[config.mk]
export PLATFORM = sky130hd
export DESIGN_NAME = filter_seq_ctrl
export DESIGN_NICKNAME = d
export VERILOG_FILES = /design/src/rtl/filter_ctrl_pkg.sv /design/src/rtl/valid_delay_line.sv /design/src/rtl/filter_seq_ctrl.sv
export SDC_FILE = /design/constraint.sdc
export NUM_CORES = 1
export LEC_CHECK = 0
export BUFFER_PORTS_ARGS = -buffer_cell sky130_fd_sc_hd__buf_2
export CORE_MARGIN = 10
export CORE_UTILIZATION = 58
export CTS_BUF_LIST = sky130_fd_sc_hd__clkbuf_4 sky130_fd_sc_hd__clkbuf_8
export DETAILED_ROUTE_END_ITERATION = 7
export GPL_ROUTABILITY_DRIVEN = 0
export PLACE_DENSITY = 0.85
export SYNTH_ARGS = -nofsm -noshare
export SYNTH_HDL_FRONTEND = slang
export SYNTH_SLANG_ARGS = --single-unit
[constraint.sdc]
create_clock -name clk -period 5 [get_ports clk]
set_input_delay 0.25 -clock clk [delete_from_list [all_inputs] [get_ports clk]]
set_output_delay 0.25 -clock clk [all_outputs]
set_load 0.05 [all_outputs]
[src/rtl/filter_ctrl_pkg.sv]
`timescale 1ns/1ps
`default_nettype none
// ============================================================================
// Module   : filter_ctrl_pkg
// Purpose  : Shared definitions for the 3x3 filter sequencing controller.
//            Holds the controller state encoding, the filter mode constants
//            and the default frame geometry / datapath latency.
// Ports    : none (package)
// Revision : 1.0 - initial release
// ============================================================================
package filter_ctrl_pkg;

    // Frame geometry: OUT_LENGTH windows need OUT_LENGTH + 2 padded columns.
    localparam int DEF_OUT_LENGTH  = 100;
    localparam int DEF_DATA_LENGTH = DEF_OUT_LENGTH + 2;
    // Cycles from calc_en to a valid result in the filter datapath (1..4).
    localparam int DEF_PIPE_LAT    = 2;

    // Filter selection carried on mode / mode_q.
    localparam logic MODE_MEDIAN = 1'b0;
    localparam logic MODE_MEAN   = 1'b1;

    // Controller states, explicitly encoded.
    typedef enum logic [2:0] {
        S_IDLE  = 3'd0,
        S_FILL  = 3'd1,
        S_RUN   = 3'd2,
        S_DRAIN = 3'd3,
        S_DONE  = 3'd4
    } state_t;

endpackage : filter_ctrl_pkg
`default_nettype wire

[src/rtl/valid_delay_line.sv]
`timescale 1ns/1ps
`default_nettype none
// ============================================================================
// Module   : valid_delay_line
// Purpose  : DEPTH-deep 1-bit shift register that delays the compute strobe
//            by the datapath latency, with an "empty" flag that reports that
//            no strobe is still in flight.
// Ports    : clk      - clock, rising edge
//            reset    - asynchronous active-high reset, clears all stages
//            i_valid  - strobe entering the delay line
//            o_valid  - strobe delayed by exactly DEPTH cycles
//            o_empty  - high when no stage holds a strobe
// Revision : 1.0 - initial release
// ============================================================================
module valid_delay_line
    import filter_ctrl_pkg::*;
#(
    parameter int DEPTH = DEF_PIPE_LAT
) (
    input  logic clk,
    input  logic reset,
    input  logic i_valid,
    output logic o_valid,
    output logic o_empty
);

    logic [DEPTH-1:0] r_stages;

    generate
        if (DEPTH == 1) begin : g_single
            always_ff @(posedge clk or posedge reset) begin
                if (reset) begin
                    r_stages <= '0;
                end else begin
                    r_stages <= i_valid;
                end
            end
        end else begin : g_multi
            always_ff @(posedge clk or posedge reset) begin
                if (reset) begin
                    r_stages <= '0;
                end else begin
                    r_stages <= {r_stages[DEPTH-2:0], i_valid};
                end
            end
        end
    endgenerate

    assign o_valid = r_stages[DEPTH-1];
    assign o_empty = ~|r_stages;

endmodule : valid_delay_line
`default_nettype wire

[src/rtl/filter_seq_ctrl.sv]
`timescale 1ns/1ps
`default_nettype none
// ============================================================================
// Module   : filter_seq_ctrl
// Purpose  : Sequencing controller for a streaming 3x3 median/mean filter.
//            Accepts DATA_LENGTH padded columns per frame, raises calc_en
//            once per complete window (OUT_LENGTH per frame) and tracks the
//            datapath latency so that out_valid and done line up with the
//            last filtered pixel.
// Ports    : clk       - clock, rising edge
//            reset     - asynchronous active-high reset
//            start     - frame start request, sampled only while idle
//            mode      - filter select (0 median, 1 mean), latched on start
//            in_valid  - a 3-pixel column is present this cycle
//            in_ready  - controller accepts a column this cycle
//            shift_en  - shift the window registers (in_valid & in_ready)
//            calc_en   - window complete, datapath computes this cycle
//            out_valid - datapath result valid this cycle
//            mode_q    - latched filter mode for the datapath
//            col_cnt   - columns accepted in the current frame
//            busy      - controller is not idle
//            done      - one-cycle end-of-frame pulse
// Revision : 1.0 - initial release
// ============================================================================
module filter_seq_ctrl
    import filter_ctrl_pkg::*;
#(
    parameter int DATA_LENGTH = DEF_DATA_LENGTH,
    parameter int OUT_LENGTH  = DEF_OUT_LENGTH,
    parameter int PIPE_LAT    = DEF_PIPE_LAT
) (
    input  logic                           clk,
    input  logic                           reset,
    input  logic                           start,
    input  logic                           mode,
    input  logic                           in_valid,
    output logic                           in_ready,
    output logic                           shift_en,
    output logic                           calc_en,
    output logic                           out_valid,
    output logic                           mode_q,
    output logic [$clog2(DATA_LENGTH)-1:0] col_cnt,
    output logic                           busy,
    output logic                           done
);

    localparam int CNT_W = $clog2(DATA_LENGTH);

    // The first two columns only prime the window; every later column
    // completes one window, so the last column index is OUT_LENGTH + 1.
    localparam logic [CNT_W-1:0] c_FILL_LAST = CNT_W'(1);
    localparam logic [CNT_W-1:0] c_LAST_COL  = CNT_W'(OUT_LENGTH + 1);

    state_t r_state;
    state_t w_state_nxt;
    logic   r_calc_en;
    logic   w_dl_empty;

    // ------------------------------------------------------------------
    // State register
    // ------------------------------------------------------------------
    always_ff @(posedge clk or posedge reset) begin
        if (reset) begin
            r_state <= S_IDLE;
        end else begin
            r_state <= w_state_nxt;
        end
    end

    // ------------------------------------------------------------------
    // Next-state and state-decoded outputs
    // ------------------------------------------------------------------
    always_comb begin
        w_state_nxt = r_state;
        in_ready    = 1'b0;
        busy        = 1'b1;
        done        = 1'b0;
        case (r_state)
            S_IDLE: begin
                busy = 1'b0;
                if (start) begin
                    w_state_nxt = S_FILL;
                end
            end
            S_FILL: begin
                in_ready = 1'b1;
                if (in_valid && (col_cnt == c_FILL_LAST)) begin
                    w_state_nxt = S_RUN;
                end
            end
            S_RUN: begin
                in_ready = 1'b1;
                if (in_valid && (col_cnt == c_LAST_COL)) begin
                    w_state_nxt = S_DRAIN;
                end
            end
            S_DRAIN: begin
                // Leave only once the final calc_en has entered the delay
                // line and worked its way out of it.
                if (!r_calc_en && w_dl_empty) begin
                    w_state_nxt = S_DONE;
                end
            end
            S_DONE: begin
                done        = 1'b1;
                w_state_nxt = S_IDLE;
            end
            default: begin
                w_state_nxt = S_IDLE;
            end
        endcase
    end

    assign shift_en = in_valid & in_ready;

    // ------------------------------------------------------------------
    // Column counter, latched mode and registered compute strobe
    // ------------------------------------------------------------------
    always_ff @(posedge clk or posedge reset) begin
        if (reset) begin
            col_cnt   <= '0;
            mode_q    <= MODE_MEDIAN;
            r_calc_en <= 1'b0;
        end else begin
            r_calc_en <= shift_en && (r_state == S_RUN);
            if ((r_state == S_IDLE) && start) begin
                col_cnt <= '0;
                mode_q  <= mode;
            end else if (shift_en && (col_cnt != c_LAST_COL)) begin
                // The final column does not advance the count, so it holds
                // at DATA_LENGTH-1 through DRAIN and DONE.
                col_cnt <= col_cnt + 1'b1;
            end else if (r_state == S_DONE) begin
                col_cnt <= '0;
            end
        end
    end

    assign calc_en = r_calc_en;

    valid_delay_line #(
        .DEPTH (PIPE_LAT)
    ) u_valid_delay_line (
        .clk     (clk),
        .reset   (reset),
        .i_valid (r_calc_en),
        .o_valid (out_valid),
        .o_empty (w_dl_empty)
    );

endmodule : filter_seq_ctrl
`default_nettype wire

## After elaboration in Yosys (flattened, before gate mapping)

Cells that the tools add are included.

| word-level totals | value |
|---|---|
| bits in registers | 14 |
| bits in latches | 0 |
| bits in writable memories | 0 |
| memory bits (read-only) | 0 |
| input bits | 5 |
| output and inout port bits | 14 |
| word-level logic and storage cells | 42 |
| memories kept | 0 |

| cells by class | value |
|---|---|
| add/subtract/negate cells | 1 |
| multiply operators | 0 |
| divide/modulo/power cells | 0 |
| magnitude comparators | 0 |
| equality and inequality tests | 11 |
| shifts and indexed selects | 0 |
| mux-type cells | 11 |
| bitwise logic cells | 1 |
| reduce and logical (&&, ||, !) cells | 13 |

Operators with widths:

| operator | count |
|---|---|
| $mux 7 | 3 |
| $mux 3 | 4 |
| $pmux 3 s4 | 1 |
| $ne 2x2->1 const B | 4 |
| $add 7x1->7 const B | 1 |
| $eq 7x1->1 const B | 1 |
| $eq 7x7->1 const B | 1 |
| $ne 7x7->1 const B | 1 |
| $eq 3x2->1 const B | 2 |
| $logic_and 1x1->1 | 6 |
| $reduce_and 4->1 | 1 |
| $reduce_or 2->1 | 2 |
| $eq 3x1->1 const B | 1 |
| $eq 3x3->1 const B | 1 |
| $logic_not 3->1 | 1 |
| $mux 1 | 3 |
| $reduce_bool 3->1 | 1 |
| $logic_not 1->1 | 2 |
| $and 1x1->1 | 1 |

## Logic depth before layout (Yosys ltp)

Gate-level depths: netlist (run 1).

| logic depth | value |
|---|---|
| depth in word-level cells | 7 |
| gate-level depth with buffers | 7 |
| depth with buffers taken out | 6 |

## By module

Synthesis (run 1) repeated with hierarchy kept, for this count alone.

| unflattened totals | value |
|---|---|
| cell total of the unflattened synthesis | 77 |
| area, all modules | 768.2 µm² |

By module, submodules not included:

| module | times used | cells each | area each (µm²) | sequential area each (µm²) |
|---|---|---|---|---|
| filter_seq_ctrl | 1 | 73 | 710.7 | 300.3 |
| valid_delay_line | 1 | 4 | 57.6 | 50.0 |

## Worst setup path after synthesis (run 1)

OpenSTA, ideal clock, no wires.

| timing path | value |
|---|---|
| path kind | register to register |
| start | register col_cnt[0] |
| end | register col_cnt[5] |
| setup time | 0.126 ns |
| data arrival time | 1.870 ns |
| data required time | 4.874 ns |
| setup slack | 3.004 ns |
| cell stages (with the launch flop) | 7 |
| buffers on the path | 1 |
| clock period less this slack | 1.996 ns |
| cells stage by stage | dfrtp_1 > ha_1 > nor3b_2 > nand4_2 > and2_1 > buf_2 > a221o_1 |

| between the ends | value |
|---|---|
| longest elaborated chain between the ends | 4 |
| elaborated cells between the ends (all ways) | 6 |
| classes of those cells | add/sub: 1; eq/ne: 1; mux: 2; reduce/logical: 2 |

RTL lines:

| element | line | source |
|---|---|---|
| start, declared | filter_seq_ctrl.sv:42 | `output logic [$clog2(DATA_LENGTH)-1:0] col_cnt,` |
| start signal, assigned | filter_seq_ctrl.sv:132 | `col_cnt <= col_cnt + 1'b1;` |
| parallel branches: the longest is 4 deep, another holds $add 7x1->7 | n/a |  |

Several ways; the timed one is not identified.
A chain may end at the register's enable or synchronous reset.

## Worst setup path after layout (run 1)

| timing path | value |
|---|---|
| start | register r_state[0] |
| end | output shift_en |

| between the ends | value |
|---|---|
| longest elaborated chain between the ends | 4 |
| elaborated cells between the ends (all ways) | 5 |
| classes of those cells | eq/ne: 2; mux: 1; bitwise: 1; reduce/logical: 1 |

RTL lines:

| element | line | source |
|---|---|---|
| start, declared | filter_seq_ctrl.sv:54 | `state_t r_state;` |
| start signal, assigned | filter_seq_ctrl.sv:66 | `r_state <= w_state_nxt;` |
| $eq 3x2->1 or $eq 3x1->1 (tied branches) | filter_seq_ctrl.sv:78 | `case (r_state)` |
| $reduce_or 2->1 (no line) (*) | n/a |  |
| $mux 1 (*) | filter_seq_ctrl.sv:78 |  |
| $and 1x1->1 (*) | filter_seq_ctrl.sv:114 | `assign shift_en = in_valid & in_ready;` |
| end, declared | filter_seq_ctrl.sv:38 | `output logic shift_en,` |

Every way passes the cells marked *; elsewhere a longest branch is shown, timed or not.

==> results of run 1 <==
## layer usage
metal  share of wire, %  wire, microns
met1                 42            758
met2                 48            864
met3                8.9            160
met4                1.3             24
met5                  0              0
## critical path: cells and delay by family (launching register included)
kind	cells	cell delay (ns)
XOR/XNOR	1	0.23
flip-flops	1	0.49
AND/OR/NAND/NOR	1	0.31
buffers and inverters	1	0.33
## cell type report
cell class | count | area [sq um] | share of cell area, %
clock buffer | 4 | 36.3 | 3.92
inverter | 8 | 30.0 | 3.25
multi-input combinational | 55 | 399 | 43.2
sequential | 14 | 350 | 37.9
tap | 15 | 18.8 | 2.03
timing repair buffer | 18 | 90.1 | 9.74
## kinds of logic after synthesis
group | after synthesis
AND/OR/NAND/NOR | 36
AO/OA/AOI/OAI | 14
flip-flops | 14
buffers and inverters | 11
multiplexers | 2
adder cells (fa/ha/maj) | 2
XOR/XNOR | 1
## sequential cells by signal, summed over array words and instances (netlist names)
| signal | count |
|---|---|
| col_cnt | 7 |
| mode_q | 1 |
| calc_en | 1 |
| u_valid_delay_line.r_stages | 2 |
| r_state | 3 |
## metrics by stage
step / instances / hold WS (ns) / utilization, %
floorplan: 80 / 0.139 / -
global placement: 110 / 0.303 / 68.3
detailed placement: 110 / 0.316 / 68.3
CTS: 114 / 0.00996 / 71.1
global route: 114 / 0.0291 / 71.1
finish: 114 / -0.00379 / 71.1
## power breakdown
| part | internal (mW) | switching [mW] |
|---|---|---|
| clock | 0.0443 | 0.0378 |
| combinational | 0.0986 | 0.223 |
| sequential | 0.140 | 0.0376 |
## synthesized netlist by cell type, types with 3 or more instances
library cell / instances
a221o_1: 3
and2_1: 5
and3_1: 3
dfrtp_1: 14
inv_1: 8
nor2_1: 8
nor3b_1: 3
or3_1: 3
## worst min path at each step
stage                                         to  slack, ns  cells past startpoint
after floorplan                calc_en$_DFF_PP0_       0.14                      1
after detailed placement       calc_en$_DFF_PP0_       0.32                      2
after CTS                      calc_en$_DFF_PP0_       0.01                      2
after global placement    col_cnt[2]$_DFFE_PP0P_       0.30                      2
final                     col_cnt[4]$_DFFE_PP0P_     -0.004                      2
after global routing           calc_en$_DFF_PP0_       0.03                      2
==> flow_summary.json, run 1 <==
{
  "status": "finished with violations",
  "violations": "negative hold slack",
  "grt-busiest-layer": "met2",
  "irDropWorstVdd_mv": 0.329,
  "viasPerCell": 5.98,
  "finalCritPeriodShare_pct": 37.7,
  "cts_made_buffers": 3,
  "drive_gt1_share_pct": 28.3,
  "io-pin-count": 19,
  "crit_required_ns": 4.75,
  "syn-num-nets": 87,
  "synth.area.top_cells": "dfrtp_1, and2_1, a221o_1, inv_1, nor2_1",
  "place.port_buffers": 18,
  "reg2reg_depth": 6,
  "cp_slowest_stage_delay_ns": 0.49,
  "clock_latency_ns": 0.28,
  "worstMarginPinSlew_ns": 0.541,
  "area.growth.synth_to_final_pct": 15.5,
  "post_dp_cell_area_sq_um": 888,
  "finClkSkew_ns": 0.00103,
  "postCtsResizedCells": 0,
  "overflow": 0,
  "finalPower_mw": 0.582,
  "yosysTopAreaCell": "dfrtp_1",
  "yosysTopAreaCellShare_pct": 43.8,
  "avgSynthCellArea_sq_um": 10.0,
  "antenna_found_initial": 0,
  "cts_setup_buffers": 0,
  "ys_seq_area_share_pct": 43.8,
  "finalMaxSlewViolations": 0,
  "clockBufferDepth": 2,
  "arrival_ns": 1.63,
  "synth_top_family_by_area": "simple AND/OR/NAND/NOR gates",
  "nNetsFinal": 107,
  "drtIter0Drc": 19,
  "die_y_microns": 57.2,
  "cp_max_fo": 10,
  "synth_seq_cells": 14,
  "crit_start": "r_state[0]$_DFFE_PP0P_",
  "synth_xor_area_share_pct": 1.09,
  "die_w_microns": 57.2,
  "cp-endpoint": "shift_en",
  "die_area_sq_mm": 0.00327,
  "setup_viol": 0,
  "cts_hold_buf": 0,
  "synth_area_sq_um": 801,
  "hold_class": "primary input to asynchronous set/reset pin",
  "met2_usage_pct": 18.0,
  "worst_hold_slack_ns": -0.00379,
  "cts_sinks": 14,
  "endpoint_kind": "primary output",
  "layout_common_cells": "buf_2, dfrtp_1, inv_1, nor2_1, and2_1",
  "relSlewSlack_pct": 63.9,
  "rows": 13,
  "reg2reg_to": "col_cnt[5]$_DFFE_PP0P_",
  "ys.flop_type": "dfrtp_1",
  "routed_wirelength_mm": 1.81,
  "dpl.hpwl_mm": 1.37,
  "syn_inst": 80,
  "fin_tns_setup_ns": 0,
  "synth_compound_area_share_pct": 13.9,
  "rrSetupSlack_ns": 3.22,
  "powerDensity_mw_per_mm2": 629,
  "ys_types": 33,
  "fin_ws_ns": 3.12,
  "rsz0062_at_grt": "false",
  "pre_cts_ws_ns": 3.24,
  "p_leak_nw": 0.492,
  "maxCapViolations": 0,
  "start_kind": "flip-flop",
  "track_usage_pct": 10.9,
  "use_met1_pct": 11.7,
  "critPathSlowestCell": "dfrtp_1",
  "yosysWarnings": 0,
  "first_global_vias": 705,
  "fin_area_sq_um": 925,
  "drc_errors": 0,
  "path_class": "flip-flop to primary output",
  "grt_max_degree": 15,
  "r2r_start": "col_cnt[1]$_DFFE_PP0P_",
  "synthAdderAreaFrac_pct": 3.13,
  "synthArstFlopShare_pct": 100,
  "ant_nets": 0,
  "h-tree-depth": 1,
  "cts-root-buf": "clkbuf_4",
  "grt_use_met3_pct": 5.09,
  "wire_per_inst_microns": 15.8,
  "fillers": 113,
  "synth-edff-count": 0,
  "design.core.area_sq_mm": 0.00130,
  "vias": 682,
  "dr.pass1.iters": 4,
  "layout_commonest_cell": "buf_2",
  "grt_first_pass_wirelength_mm": 3.01,
  "synth_mux_area_share_pct": 2.81,
  "synth-simple-area-share_pct": 28.9,
  "cts_tree": "done",
  "cp_cell_sequence": "xnor2_1 > nor3_4 > buf_2",
  "path_clk_slew_ns": 0.09,
  "period_needed_ns": 1.88,
  "hold_viol_final": 14,
  "antennaDiodeCount": 0,
  "fmax_ghz": 0.531,
  "start_util_pct": 61.5
}
No activity file was read; power rests on OpenSTA's default activity.
==> run 2, diff against run 1 <==
Settings changed: CORE_UTILIZATION 58 to 54, PLACE_DENSITY 0.85 to 0.8.
Clock period 5 ns to 1.9 ns, I/O delays scaled along.
==> flow_summary.json, run 2 (same netlist as run 1, synthesis figures left out) <==
{
  "antennaDiodeCount": 0,
  "clock_latency_ns": 0.28,
  "cp_slowest_stage_delay_ns": 0.44,
  "overflow": 0,
  "place.port_buffers": 18,
  "area.growth.synth_to_final_pct": 18.0,
  "grt_max_degree": 15,
  "period_needed_ns": 1.74,
  "rows": 13,
  "fmax_ghz": 0.576,
  "layout_common_cells": "buf_2, dfrtp_1, inv_1, nor2_1, and2_1",
  "status": "complete, no violations",
  "wl_met3_microns": 122,
  "io-pin-count": 19,
  "cts-root-buf": "clkbuf_4",
  "start_util_pct": 59.3,
  "p_leak_nw": 0.498,
  "die_area_sq_mm": 0.00342,
  "crit_required_ns": 2.06,
  "multi_input_area_sq_um": 399,
  "finClkSkew_ns": 0.00676,
  "die_y_microns": 58.5,
  "path_clk_slew_ns": 0.09,
  "rrSetupSlack_ns": 0.16,
  "wl_met1_microns": 780,
  "cts_tree": "done",
  "clockBufferDepth": 2,
  "postCtsResizedCells": 0,
  "post_dp_cell_area_sq_um": 898,
  "start_kind": "flip-flop",
  "dr.pass1.iters": 4,
  "fin_ws_ns": 0.163,
  "drtIter0Drc": 16,
  "cts_sinks": 14,
  "drc_errors": 0,
  "layout_commonest_cell": "buf_2",
  "stdcell_count": 116,
  "fillers": 111,
  "min_to": "mode_q$_DFFE_PP0P_",
  "h-tree-depth": 1,
  "antenna_found_initial": 0,
  "irDropWorstVdd_mv": 0.975,
  "design.core.area_sq_mm": 0.00135,
  "r2r_start": "col_cnt[1]$_DFFE_PP0P_",
  "track_usage_pct": 11.0,
  "cp_max_fo": 6,
  "highest_layer": "met4",
  "largest_reg_flops": 7,
  "vias": 645,
  "powerDensity_mw_per_mm2": 1630,
  "fin_tns_setup_ns": 0,
  "routed_wirelength_mm": 1.72,
  "drive_gt1_share_pct": 30.7,
  "dr_wl_met2_microns": 777,
  "largest-register": "col_cnt",
  "worstMarginPinSlew_ns": 0.539,
  "relSlewSlack_pct": 64.0,
  "regArea_sq_um": 353,
  "crit_start": "col_cnt[1]$_DFFE_PP0P_",
  "fin_area_sq_um": 945,
  "setup_viol": 0,
  "path_class": "flip-flop to flip-flop",
  "critPathSlowestCell": "dfrtp_2",
  "finalMaxSlewViolations": 0,
  "viasPerCell": 5.56,
  "rsz0062_at_grt": "false",
  "first_global_vias": 661,
  "placedCellCount": 111,
  "reg2reg_depth": 6,
  "worstHoldStart": "mode",
  "hold_viol_final": 0,
  "grt_first_pass_wirelength_mm": 2.98,
  "reg2reg_to": "col_cnt[5]$_DFFE_PP0P_",
  "pre_cts_ws_ns": 0.174,
  "cp_cell_sequence": "inv_1 > ha_1 > nor3b_2 > nand4_2 > and2_1 > a221o_1",
  "hold_class": "primary input to flip-flop",
  "ant_nets": 0,
  "maxCapViolations": 0,
  "die_w_microns": 58.5,
  "wire_per_inst_microns": 14.8,
  "endpoint_kind": "flip-flop",
  "arrival_ns": 1.90,
  "top_regs": "col_cnt (7), r_state (3), u_valid_delay_line.r_stages (2)",
  "cts_made_buffers": 3,
  "dpl.hpwl_mm": 1.32,
  "nNetsFinal": 109,
  "hold_path_depth": 2,
  "finalCritPeriodShare_pct": 91.4
}
==> run 2: cell types whose count changed in the layout (fill, tap and decap cells not counted), sizes merged <==
cell         previous run  this run
buf                    18        19
dlygate4sd3             0         1
==> run 2: how the worst max path moves through the flow <==
stage	end	cells past startpoint
after global routing	col_cnt[5]$_DFFE_PP0P_	6
after global placement	col_cnt[5]$_DFFE_PP0P_	6
after detailed placement	col_cnt[5]$_DFFE_PP0P_	6
final	col_cnt[5]$_DFFE_PP0P_	6
after CTS	col_cnt[5]$_DFFE_PP0P_	6
after floorplan	col_cnt[5]$_DFFE_PP0P_	5
==> run 2: worst max-delay path, delay by kind of cell (launching register included) <==
| kind | cells | cell delay [ns] |
|---|---|---|
| and+or+nand+nor | 3 | 0.66 |
| AOI/OAI and AO/OA | 1 | 0.35 |
| DFF | 1 | 0.44 |
| buffers and inverters | 1 | 0.06 |
| adders and majority gates | 1 | 0.12 |
==> run 2: power by group <==
part	internal, mW	total [mW]	switching, mW	leakage, nW
combinational	0.273	0.871	0.598	0.293
clock	0.117	0.215	0.0989	0.0210
sequential	0.373	0.453	0.0805	0.184
==> run 2: per-layer routing <==
layer | vias to the layer above | track usage [%]
met4 | 0 | 5.03
li1 | 325 | -
met1 | 297 | 13.1
met2 | 19 | 17.3
met5 | - | 0
met3 | 4 | 4.08
==> run 2: cell type report <==
| class | count | share of cell area [%] |
|---|---|---|
| Sequential cell | 14 | 37.4 |
| Inverter | 8 | 3.18 |
| Tap cell | 15 | 1.99 |
| Clock buffer | 4 | 3.84 |
| Timing Repair Buffer | 20 | 11.4 |
| Multi-Input combinational cell | 55 | 42.3 |
==> run 2: stage by stage <==
step                power [mW]  hold slack, ns  utilization (%)
floorplan                 1.17         -0.0159                -
global placement          1.32           0.152             66.5
detailed placement        1.33           0.160             66.5
CTS                       1.55          0.0379             70.0
global route              1.66          0.0494             70.0
finish                    1.54          0.0432             70.0
==> run 2: timing repair <==
item | in CTS | in global routing
endpoints found under the hold margin | 14 | 0
hold buffers | 1 | 0
setup buffers | 0 | 0
==> run 3, diff against run 2 <==
Settings changed: ABC_AREA set to 1, CORE_UTILIZATION 54 to 55, PLACE_DENSITY 0.8 to 0.81.
==> flow_summary.json, run 3 <==
{
  "yosysWarnings": 0,
  "grt_first_pass_wirelength_mm": 3.15,
  "cp_cell_sequence": "nor2_4 > nand2_2 > nand2_4 > nand2_4 > inv_4 > buf_2",
  "largest-register": "col_cnt",
  "top_regs": "col_cnt (7), r_state (3), u_valid_delay_line.r_stages (2)",
  "largest_reg_flops": 7,
  "p_seq_share_pct": 38.8,
  "place.port_buffers": 18,
  "cts_tree": "done",
  "cts_setup_buffers": 0,
  "fin_area_sq_mm": 0.00100,
  "synth.area.top_cells": "dfrtp_1, nand2_1, nand3_1, inv_1, nor2_1",
  "setup_viol": 0,
  "power_switching_mw": 0.570,
  "worstSetupPathDepth": 6,
  "clockBufferDepth": 2,
  "drtIter0Drc": 6,
  "r2r_start": "col_cnt[0]$_DFFE_PP0P_",
  "die_w_microns": 59.2,
  "rsz0062_at_grt": "false",
  "finalCritPeriodShare_pct": 86.5,
  "rows": 14,
  "postCtsResizedCells": 0,
  "routed_wirelength_mm": 1.88,
  "wire_per_inst_microns": 12.5,
  "cts_sinks": 14,
  "dpl.hpwl_mm": 1.48,
  "crit_required_ns": 1.80,
  "start_kind": "flip-flop",
  "start_util_pct": 57.4,
  "h-tree-depth": 1,
  "ys.flop_type": "dfrtp_1",
  "first_global_vias": 783,
  "dr.pass1.iters": 4,
  "synth-edff-count": 0,
  "p_sw_share_pct": 48.4,
  "antenna_found_initial": 0,
  "p_leak_nw": 0.550,
  "fmax_ghz": 0.609,
  "ys_types": 21,
  "viasPerCell": 5.03,
  "path_clk_slew_ns": 0.09,
  "cts-root-buf": "clkbuf_4",
  "post_dp_cell_area_sq_um": 955,
  "cts_made_buffers": 3,
  "path_class": "flip-flop to primary output",
  "cp_slowest_stage_delay_ns": 0.46,
  "nNetsFinal": 143,
  "synth_area_sq_um": 845,
  "fin_ws_ns": 0.257,
  "hold_class": "primary input to flip-flop",
  "critPathSlowestCell": "dfrtp_1",
  "maxCapViolations": 0,
  "ant_nets": 0,
  "fin_tns_setup_ns": 0,
  "multi_input_area_sq_um": 420,
  "vias": 759,
  "clock_latency_ns": 0.29,
  "yosysTopAreaCellShare_pct": 41.5,
  "layout_common_cells": "nand2_1, nand3_1, buf_2",
  "powerDensity_mw_per_mm2": 1180,
  "syn-num-nets": 120,
  "crit_family": "simple AND/OR/NAND/NOR gates",
  "clkPwrFrac_pct": 18.4,
  "antennaDiodeCount": 0,
  "drc_errors": 0,
  "synth_seq_cells": 14,
  "synth.most_common_cell": "nand2_1",
  "reg2reg_to": "col_cnt[3]$_DFFE_PP0P_",
  "internal_power_mw": 0.607,
  "pre_cts_ws_ns": 0.491,
  "die_area_sq_mm": 0.00350,
  "irDropWorstVdd_mv": 1.06,
  "track_usage_pct": 11.3,
  "grt_max_degree": 15,
  "die_y_microns": 59.2,
  "cp_common_cell": "nand2_4",
  "design.core.area_sq_mm": 0.00147,
  "avgSynthCellArea_sq_um": 7.47,
  "hold_viol_final": 0,
  "layout_commonest_cell": "nand2_1",
  "rrSetupSlack_ns": 0.46,
  "period_needed_ns": 1.64,
  "reg2reg_depth": 8,
  "fillers": 138,
  "syn_inst": 113,
  "synth_common_cells": "nand2_1, nand3_1, inv_1",
  "status": "complete, no violations",
  "yosysTopAreaCell": "dfrtp_1",
  "crit_buf_inv": 2,
  "ys_seq_area_share_pct": 41.5,
  "regArea_sq_um": 350,
  "endpoint_kind": "primary output",
  "worstMarginPinSlew_ns": 0.537,
  "crit_start": "r_state[0]$_DFFE_PP0P_",
  "relSlewSlack_pct": 64.2,
  "combPwrFrac_pct": 42.7,
  "cp_max_fo": 5,
  "synthArstFlopShare_pct": 100,
  "arrival_ns": 1.55,
  "finClkSkew_ns": 0.0103,
  "drive_gt1_share_pct": 26.7,
  "area.growth.synth_to_final_pct": 18.5,
  "finalMaxSlewViolations": 0,
  "cp-endpoint": "shift_en",
  "io-pin-count": 19,
  "overflow": 0
}
==> run 3: changes by cell type in the layout (fill, tap and decap cells not counted), sizes merged, moves of 4 or more <==
cell   delta
nor2      +7
nor3b     -4
inv      +10
nand3    +18
nand2    +31
and2      -5
==> run 3: cell families (layout without fill, tap and decap cells) <==
group | after synthesis | after routing | synth area share [%]
compound gates | 5 | 5 | 3.26
simple gates | 72 | 72 | 43.0
fa+ha+maj | 2 | 2 | 2.96
flops | 14 | 14 | 41.5
buf+inv | 20 | 42 | 9.33
==> run 3: worst min-delay path, stage by stage <==
cell	delay, ns
buf_2	0.08
nand2_1	0.04
nand2_1	0.06
==> run 3: layout make-up <==
class,instances,share of cell area [%]
clock buffers,4,3.62
inverters,19,7.38
multi-input cells,79,42.0
flip-flops and latches,14,35.0
well taps,16,2.00
repair buffers,19,10.0
==> run 3: per-layer routing <==
metal	routed length, microns	share of wire [%]	global-route usage (%)	up-vias
met1	795	42	11.7	328
met4	38	2.0	7.54	0
met2	887	47	18.0	26
li1	-	-	-	399
met5	0	0	0	-
met3	164	8.7	4.94	6
==> run 3: worst min-delay path by stage <==
stage / start / to / depth (start not counted)
final: mode / mode_q$_DFFE_PP0P_ / 3
after global routing: mode / mode_q$_DFFE_PP0P_ / 3
after CTS: mode / mode_q$_DFFE_PP0P_ / 3
after detailed placement: reset / u_valid_delay_line.r_stages[0]$_DFF_PP0_ / 2
after global placement: reset / col_cnt[4]$_DFFE_PP0P_ / 2
after floorplan: reset / calc_en$_DFF_PP0_ / 1
==> run 3: timing repair <==
| item | CTS | global route |
|---|---|---|
| setup endpoints to repair | 0 | 0 |
| endpoints found under the hold margin | 14 | 0 |
| hold buffers | 1 | 0 |
==> run 3: stage by stage <==
step	util (%)	instances	hold WS, ns	total power [mW]
4_1_cts	68.0	151	0.0324	1.19
2_1_floorplan	-	113	-0.0158	0.849
3_3_place_gp	64.9	146	0.163	0.954
6_report	68.0	151	0.0261	1.18
3_5_place_dp	64.9	146	0.165	0.970
5_1_grt	68.0	151	0.0476	1.25
==> run 3: power groups by stage <==
| stage | clock (mW) | combinational, mW | sequential, mW |
|---|---|---|---|
| after floorplan | 0 | 0.207 | 0.642 |
| after global placement | 0 | 0.498 | 0.456 |
| after detailed placement | 0 | 0.508 | 0.462 |
| after CTS | 0.224 | 0.510 | 0.456 |
| after global routing | 0.232 | 0.548 | 0.472 |
| final | 0.217 | 0.503 | 0.457 |
